--- src/rtl/alu_result_fifo.sv ---
// -----------------------------------------------------------------------------
// alu_result_fifo
//   Buffers 8-bit ALU results ({zero, s, carry, y}) in a small FIFO. Consumers
//   drain the entries at their own rate through a valid/ready handshake.
//
//   Optional feature macro: ALU_RESULT_FIFO_DROP_CNT_EN
//     defined   : drop_cnt counts cycles where a push was offered but refused
//                 (in_valid && !in_ready, not in reset, not flushing).
//                 It saturates at 255 and is cleared only by reset.
//     undefined : drop_cnt is tied to 0.
//
//   Ports
//     clk, rst_n        clock, synchronous active-low reset
//     flush             clears all buffered entries on the next edge
//     in_valid/in_ready producer handshake; in_y/in_carry/in_s is the payload
//     out_valid/out_ready consumer handshake; out_y/out_carry/out_s/out_zero
//                       is the head entry, driven to 0 when the FIFO is empty
//     count             entries held, 0..DEPTH
//     drop_cnt          refused-push counter (see above)
// -----------------------------------------------------------------------------
module alu_result_fifo #(
    parameter int DEPTH = 4,
    parameter int AW    = 2
) (
    input  logic          clk,
    input  logic          rst_n,
    input  logic          flush,
    input  logic          in_valid,
    output logic          in_ready,
    input  logic [7:0]    in_y,
    input  logic          in_carry,
    input  logic [2:0]    in_s,
    output logic          out_valid,
    input  logic          out_ready,
    output logic [7:0]    out_y,
    output logic          out_carry,
    output logic [2:0]    out_s,
    output logic          out_zero,
    output logic [AW:0]   count,
    output logic [7:0]    drop_cnt
);

    typedef struct packed {
        logic       zero;
        logic [2:0] s;
        logic       carry;
        logic [7:0] y;
    } entry_t;

    localparam logic [AW:0] FULL = (AW+1)'(DEPTH);

    entry_t [DEPTH-1:0] mem_q, mem_d;
    logic   [AW-1:0]    wr_ptr_q, wr_ptr_d;
    logic   [AW-1:0]    rd_ptr_q, rd_ptr_d;
    logic   [AW:0]      count_q, count_d;
    logic               push, pop;
    entry_t             head;

    // in_ready never looks at out_ready: a full FIFO refuses a push even
    // when a pop happens in the same cycle.
    assign in_ready  = rst_n && (count_q != FULL);
    assign out_valid = (count_q != '0);

    // Flush wins over both handshakes; a push in a flush cycle is discarded.
    assign push = in_valid && in_ready && !flush;
    assign pop  = out_valid && out_ready && !flush;

    assign head      = out_valid ? mem_q[rd_ptr_q] : '0;
    assign out_y     = head.y;
    assign out_carry = head.carry;
    assign out_s     = head.s;
    assign out_zero  = head.zero;
    assign count     = count_q;

    always_comb begin
        mem_d    = mem_q;
        wr_ptr_d = wr_ptr_q;
        rd_ptr_d = rd_ptr_q;
        count_d  = count_q;
        if (flush) begin
            wr_ptr_d = '0;
            rd_ptr_d = '0;
            count_d  = '0;
        end else begin
            if (push) begin
                mem_d[wr_ptr_q] = '{zero: (in_y == 8'd0), s: in_s, carry: in_carry, y: in_y};
                wr_ptr_d        = wr_ptr_q + AW'(1);
            end
            if (pop) begin
                rd_ptr_d = rd_ptr_q + AW'(1);
            end
            case ({push, pop})
                2'b10:   count_d = count_q + (AW+1)'(1);
                2'b01:   count_d = count_q - (AW+1)'(1);
                default: count_d = count_q;
            endcase
        end
    end

    always_ff @(posedge clk) begin
        if (!rst_n) begin
            wr_ptr_q <= '0;
            rd_ptr_q <= '0;
            count_q  <= '0;
        end else begin
            wr_ptr_q <= wr_ptr_d;
            rd_ptr_q <= rd_ptr_d;
            count_q  <= count_d;
        end
    end

    // Storage is never cleared; push is already blocked while rst_n is low.
    always_ff @(posedge clk) begin
        mem_q <= mem_d;
    end

`ifdef ALU_RESULT_FIFO_DROP_CNT_EN
    logic [7:0] drop_q, drop_d;

    always_comb begin
        drop_d = drop_q;
        if (in_valid && !in_ready && !flush && (drop_q != 8'hFF)) begin
            drop_d = drop_q + 8'd1;
        end
    end

    always_ff @(posedge clk) begin
        if (!rst_n) begin
            drop_q <= '0;
        end else begin
            drop_q <= drop_d;
        end
    end

    assign drop_cnt = drop_q;
`else
    assign drop_cnt = 8'd0;
`endif

endmodule

--- config.mk ---
export PLATFORM = sky130hd
export DESIGN_NAME = alu_result_fifo
export DESIGN_NICKNAME = d
export VERILOG_FILES = /design/src/rtl/alu_result_fifo.sv
export SDC_FILE = /design/constraint.sdc
export NUM_CORES = 1
export LEC_CHECK = 0
export ABC_AREA = 1
export CAP_MARGIN = 30
export CORE_UTILIZATION = 57
export CTS_BUF_LIST = sky130_fd_sc_hd__clkbuf_16
export CTS_CLUSTER_SIZE = 25
export DETAILED_ROUTE_END_ITERATION = 12
export PLACE_DENSITY = 0.85
export RECOVER_POWER = 100
export SYNTH_ARGS = -nofsm -noshare
export SYNTH_HDL_FRONTEND = slang
export SYNTH_SLANG_ARGS = --single-unit
--- constraint.sdc ---
create_clock -name clk -period 3.1 [get_ports clk]
set_input_delay 0.465 -clock clk [delete_from_list [all_inputs] [get_ports clk]]
set_output_delay 0.465 -clock clk [all_outputs]
set_load 0.02 [all_outputs]
### Word level (Yosys, flattened, before mapping)

Cells that the tools add are included.
W data, S select, Z words.

| word-level totals | value |
|---|---|
| register bits | 59 |
| output and inout port bits | 26 |
| word-level logic and storage cells | 50 |
| input bits | 17 |

| cells by class | value |
|---|---|
| multiplexer cells | 7 |
| bitwise operators | 2 |
| magnitude comparators | 3 |
| reductions and logical operators | 12 |
| add/subtract/negate cells | 4 |
| equal/unequal tests | 3 |

Operators with widths:

| kind | number |
|---|---|
| $bwmux W52 | 1 |
| $mux W13 | 3 |
| $bmux W13 S2 | 1 |
| $demux W13 S2 | 1 |
| $logic_not A8 Y1 | 1 |
| $logic_and A1 B1 Y1 | 6 |
| $lt A2 B3 Y1 const B | 2 |
| $pmux W3 S2 | 1 |
| $add A2 B1 Y2 const B | 2 |
| $add A3 B1 Y3 const B | 1 |
| $ne A3 B3 Y1 const B | 1 |
| $reduce_bool A3 Y1 | 1 |
| $sub A3 B1 Y3 const B | 1 |
| $eq A2 B1 Y1 const B | 1 |
| $eq A2 B2 Y1 const B | 1 |
| $ge A2 B1 Y1 const B | 1 |
| $not A1 Y1 | 2 |
| $reduce_and A2 Y1 | 1 |
| $reduce_bool A2 Y1 | 1 |
| $reduce_or A2 Y1 | 1 |
| $logic_not A1 Y1 | 1 |

### Longest topological paths before layout

Gate-level depths: netlist (run 1).

| depth | value |
|---|---|
| depth in word-level cells | 6 |
| depth in mapped cells | 13 |
| gate-level depth less buffers | 13 |

### Least setup slack after synthesis (run 1)

OpenSTA, ideal clock, no wires.

| timing path | value |
|---|---|
| kind | reg2reg |
| start | register count_q[0], in the netlist count[0] |
| end | register count_q[2], in the netlist count[2] |
| path buffers | 0 |
| arrival time | 1.767 ns |
| library setup time | 0.113 ns |
| stages on the path, launching flop included | 14 |
| path slack | 1.220 ns |
| period minus slack after synthesis | 1.880 ns |
| data required time | 2.987 ns |
| cells stage by stage | dfxtp_1 > nor2_1 > nand2_2 > nand2_1 > inv_1 > ha_1 > inv_1 > fa_1 > inv_1 > nand2_1 > nand3_1 > nand2_1 > nand2_1 > nor2_1 |

| between the ends | value |
|---|---|
| elaborated cells between the ends (all ways) | 13 |
| classes of those cells | add/sub: 2; eq/ne: 3; mux: 1; reduce/logical: 7 |

RTL lines:

| element | RTL line | RTL |
|---|---|---|
| start, declared | 55 | `logic [AW:0] count_q, count_d;` |
| start signal, assigned | 108 | `count_q <= count_d;` |
| $reduce_bool A3 Y1 * | 62 | `assign out_valid = (count_q != '0);` |
| named net out_valid | 33 | `output logic out_valid,` |
| $logic_and A1 B1 Y1 * (2 in series) | 66 | `assign pop = out_valid && out_ready && !flush;` |
| named net pop | 56 | `logic push, pop;` |
| $eq A2 B1 Y1 or $eq A2 B2 Y1 (tied branches) | 92 | `case ({push, pop})` |
| $pmux W3 S2 or $reduce_bool A2 Y1 (tied branches) | -- |  |

The timed path passes the listed nets; every way through them passes the cells marked *.
A chain may end at the register's enable or synchronous reset.

### Worst setup path in the final report (run 1)

| timing path | value |
|---|---|
| start | register rd_ptr_q[0] |
| end | output port out_y[7] |

| between the ends | value |
|---|---|
| longest elaborated chain between the ends | 3 |

Ends and longest elaborated chain:

| element | RTL line | RTL |
|---|---|---|
| start, declared | 54 | `logic [AW-1:0] rd_ptr_q, rd_ptr_d;` |
| start signal, assigned | 107 | `rd_ptr_q <= rd_ptr_d;` |
| $bmux W13 S2 | 68 | `assign head = out_valid ? mem_q[rd_ptr_q] : '0;` |
| $mux W13 (implied by the code) | 68 |  |
| $mux W13 | 68 |  |
| end, declared | 35 | `output logic [7:0] out_y,` |

No other way between the ends. The select of a mux whose other input is x is not followed.

==> results of run 1 <==
## cells by family after synthesis
| group | count (synthesis) | synth area share, % |
|---|---|---|
| other cells | 1 | 0.143 |
| compound gates | 47 | 9.05 |
| simple gates | 93 | 13.6 |
| fa+ha+maj | 6 | 3.14 |
| flops | 59 | 64.8 |
| buf+inv | 38 | 9.29 |
## placed cells by master, fill, tap and decap left out
cell type and instances:
nand3_1 4, clkbuf_16 9, edfxtp_1 52, ha_1 5, buf_4 2, inv_2 1
nand2_1 19, nand2_2 1, dfxtp_1 7, fa_1 1, a21boi_0 1, bufinv_16 1
clkinvlp_4 1, conb_1 8, a21oi_1 18, o21ai_0 19, clkinv_1 1, clkinv_2 3
inv_1 19, dlygate4sd3_1 30, clkbuf_1 5, clkdlybuf4s50_1 4, nor2_1 69, o21ai_1 9
inv_4 1
## flip-flops by register name, summed over array words and instances, names as in the netlist
register,cells
count,3
mem_q,52
rd_ptr_q,2
wr_ptr_q,2
## power breakdown
| group | internal (uW) | switching [uW] |
|---|---|---|
| combinational | 35.5 | 59.2 |
| sequential | 874 | 4.09 |
| clock | 609 | 314 |
## cell type report
type                            instances  area, um2
Sequential cell                        59       1700
Fill cell                             293       1170
Multi-Input combinational cell        154        707
Timing Repair Buffer                   41        374
Clock buffer                            9        225
Inverter                               20       77.6
Tap cell                               52       65.1
Clock inverter                          7       60.1
## how the worst max path moves through the flow
stage | from | to | slack (ns) | cells after the start
3_3_place_gp | flush | count[2]$_SDFFE_PP0P_ | 0.74 | 14
5_1_grt | rd_ptr_q[0]$_SDFFE_PP0P_ | out_s[0] | 0.16 | 6
4_1_cts | rd_ptr_q[0]$_SDFFE_PP0P_ | out_s[1] | 0.38 | 6
6_report | rd_ptr_q[0]$_SDFFE_PP0P_ | out_y[7] | 0.32 | 6
2_1_floorplan | count[0]$_SDFFE_PP0P_ | count[2]$_SDFFE_PP0P_ | 1.22 | 13
3_5_place_dp | flush | count[2]$_SDFFE_PP0P_ | 0.67 | 14
## per-stage QoR
stage          hold WS [ns]  area [um2]  power [uW]  utilization, %  setup WS [ns]
6_report              0.495        3210        1900            73.2          0.320
5_1_grt               0.527        3210        1960            73.2          0.156
4_1_cts               0.510        3230        1920            73.7          0.385
3_5_place_dp          0.499        2940         994            67.2          0.670
3_3_place_gp          0.479        2940         991            67.2          0.745
2_1_floorplan         0.472        2650         950               -           1.22
## routing by layer
| metal | share of wire (%) | track usage [%] |
|---|---|---|
| met3 | 4.4 | 4.18 |
| met1 | 42 | 27.3 |
| met2 | 51 | 35.5 |
| met4 | 2.6 | 14.2 |
| met5 | 0 | 0 |
==> results.yml, run 1 <==
drt:
  drc: 0
  avgViaCountPerCell: 5.22
  routedWlPerCell_um: 14.2
  dr.pass1.iters: 4
  drt_iter0_drc: 168
  vias: 1784
  wl_um: 4860
  ant_nets: 0
yosys:
  ys_seq_area_share_pct: 64.8
  synth.most_common_cell: "nor2_1"
  yosysWarnings: 0
  synthCells: 244
  synthTopCellsByCount: "69 x nor2_1, 52 x edfxtp_1, 19 x nand2_1, 19 x o21ai_0"
  synth_area_leaders: "edfxtp_1 59%, nor2_1 9.9%, dfxtp_1 5.3%"
  synth_top_area_share_pct: 59.5
  postSynth.asyncResetShare_pct: 0
  synth_edf_count: 52
  synth_ff_type: "edfxtp_1"
  synth.distinct_cells: 20
  synth.avg_cell_area_um2: 10.8
  ys_ff_latch: 59
  syn_area_mm2: 0.00263
  yosys.area.top_type: "edfxtp_1"
critical_path:
  cp_data_required_time_ns: 2.63
  cp-start-kind: "register"
  ff2ff_setup_slack_ns: 1.05
  cp_cell_sequence: "buf_4 > nor2_1 > nor2_1 > o21ai_0 > a21oi_1 > dlygate4sd3_1"
  cp-end-kind: "output port"
  cp_common_cell: "nor2_1"
  cp_slowest_cell: "dlygate4sd3_1"
  cp.arrival_ns: 2.32
  worstSetupPathType: "register to output port"
  crit_family: "buffers and inverters"
  timing.rr.end: "count[2]$_SDFFE_PP0P_"
  slowest_delay_ns: 0.70
  reg2reg_depth: 12
  reg2reg_from: "count[0]$_SDFFE_PP0P_"
  path_buf_inv: 2
  cp_max_fo: 18
final_layout:
  area.growth.synth_to_final_pct: 22.2
  final_layout_size_suffix_gt1_share_pct: 6.55
  nets: 308
  fin_cells: 342
  insertedDiodeCount: 0
sta:
  worst_pin_slew_ns: 0.844
  period_minus_slack_ns: 2.78
  maxSlewViolCount: 0
  setup_tns_ns: 0
  fin_crit_sh_pct: 89.7
  grt_setup_unrepaired: "false"
  max_slew_margin_pct: 43.8
  final.setup_skew_ns: 0.00383
  max_freq_ghz: 0.360
  setup_violations: 0
  hold_violations: 0
cts:
  cts.clk_slew.worst_paths_ns: 0.05
  cts-root-buf: "clkbuf_16"
  cts_sinks: 59
  numCtsBuffers: 9
  cts_resized: 0
  postCtsSetupBuffers: 0
  cts_tree: "done"
  clk_latency_ns: 0.32
  h-tree-depth: 3
  cts_buffer_depth: 2
  hold_buffers: 0
floorplan:
  initial_utilization_pct: 59.9
  ioPinCount: 43
  placementRows: 24
  die-width_um: 69.9
  die_y_um: 69.9
  coreArea_mm2: 0.00438
  dieArea_mm2: 0.00488
global_routing:
  grt_pass1_wl_um: 8070
  antenna_found_initial: 0
  track_usage_pct: 22.0
  grt-ovfl-total: 0
  grt_max_degree: 30
  grt_pass1_vias: 1773
power:
  p_leak_uw: 0.00126
  power_density_mw_per_mm2: 591
  ir_drop_mv: 0.423
placed_design:
  gp_congestion: 0.760
  placed_cells: 326
  dpl.hpwl_um: 3070
  numPortBuffers: 34
outcome:
  outcome: "finished clean"
worst_hold_path:
  whs_endpoint: "count[0]$_SDFFE_PP0P_"
  hp-start: "count[0]$_SDFFE_PP0P_"
  hold_depth: 1
  hold_class: "register to register"
flow_run:
  maxCapViolCount: 0
Power figures use the tool's default switching activity.
==> inputs of run 2 (changes only) <==
--- a/config.mk
+++ b/config.mk
@@ -13,6 +13,8 @@
 export DETAILED_ROUTE_END_ITERATION = 12
 export PLACE_DENSITY = 0.85
 export RECOVER_POWER = 100
+export SKIP_CTS_REPAIR_TIMING = 1
+export SLEW_MARGIN = 20
 export SYNTH_ARGS = -nofsm -noshare
 export SYNTH_HDL_FRONTEND = slang
 export SYNTH_SLANG_ARGS = --single-unit
==> results of run 2 <==
Same layout as run 1: the final DEF is identical, and so are final timing and power.
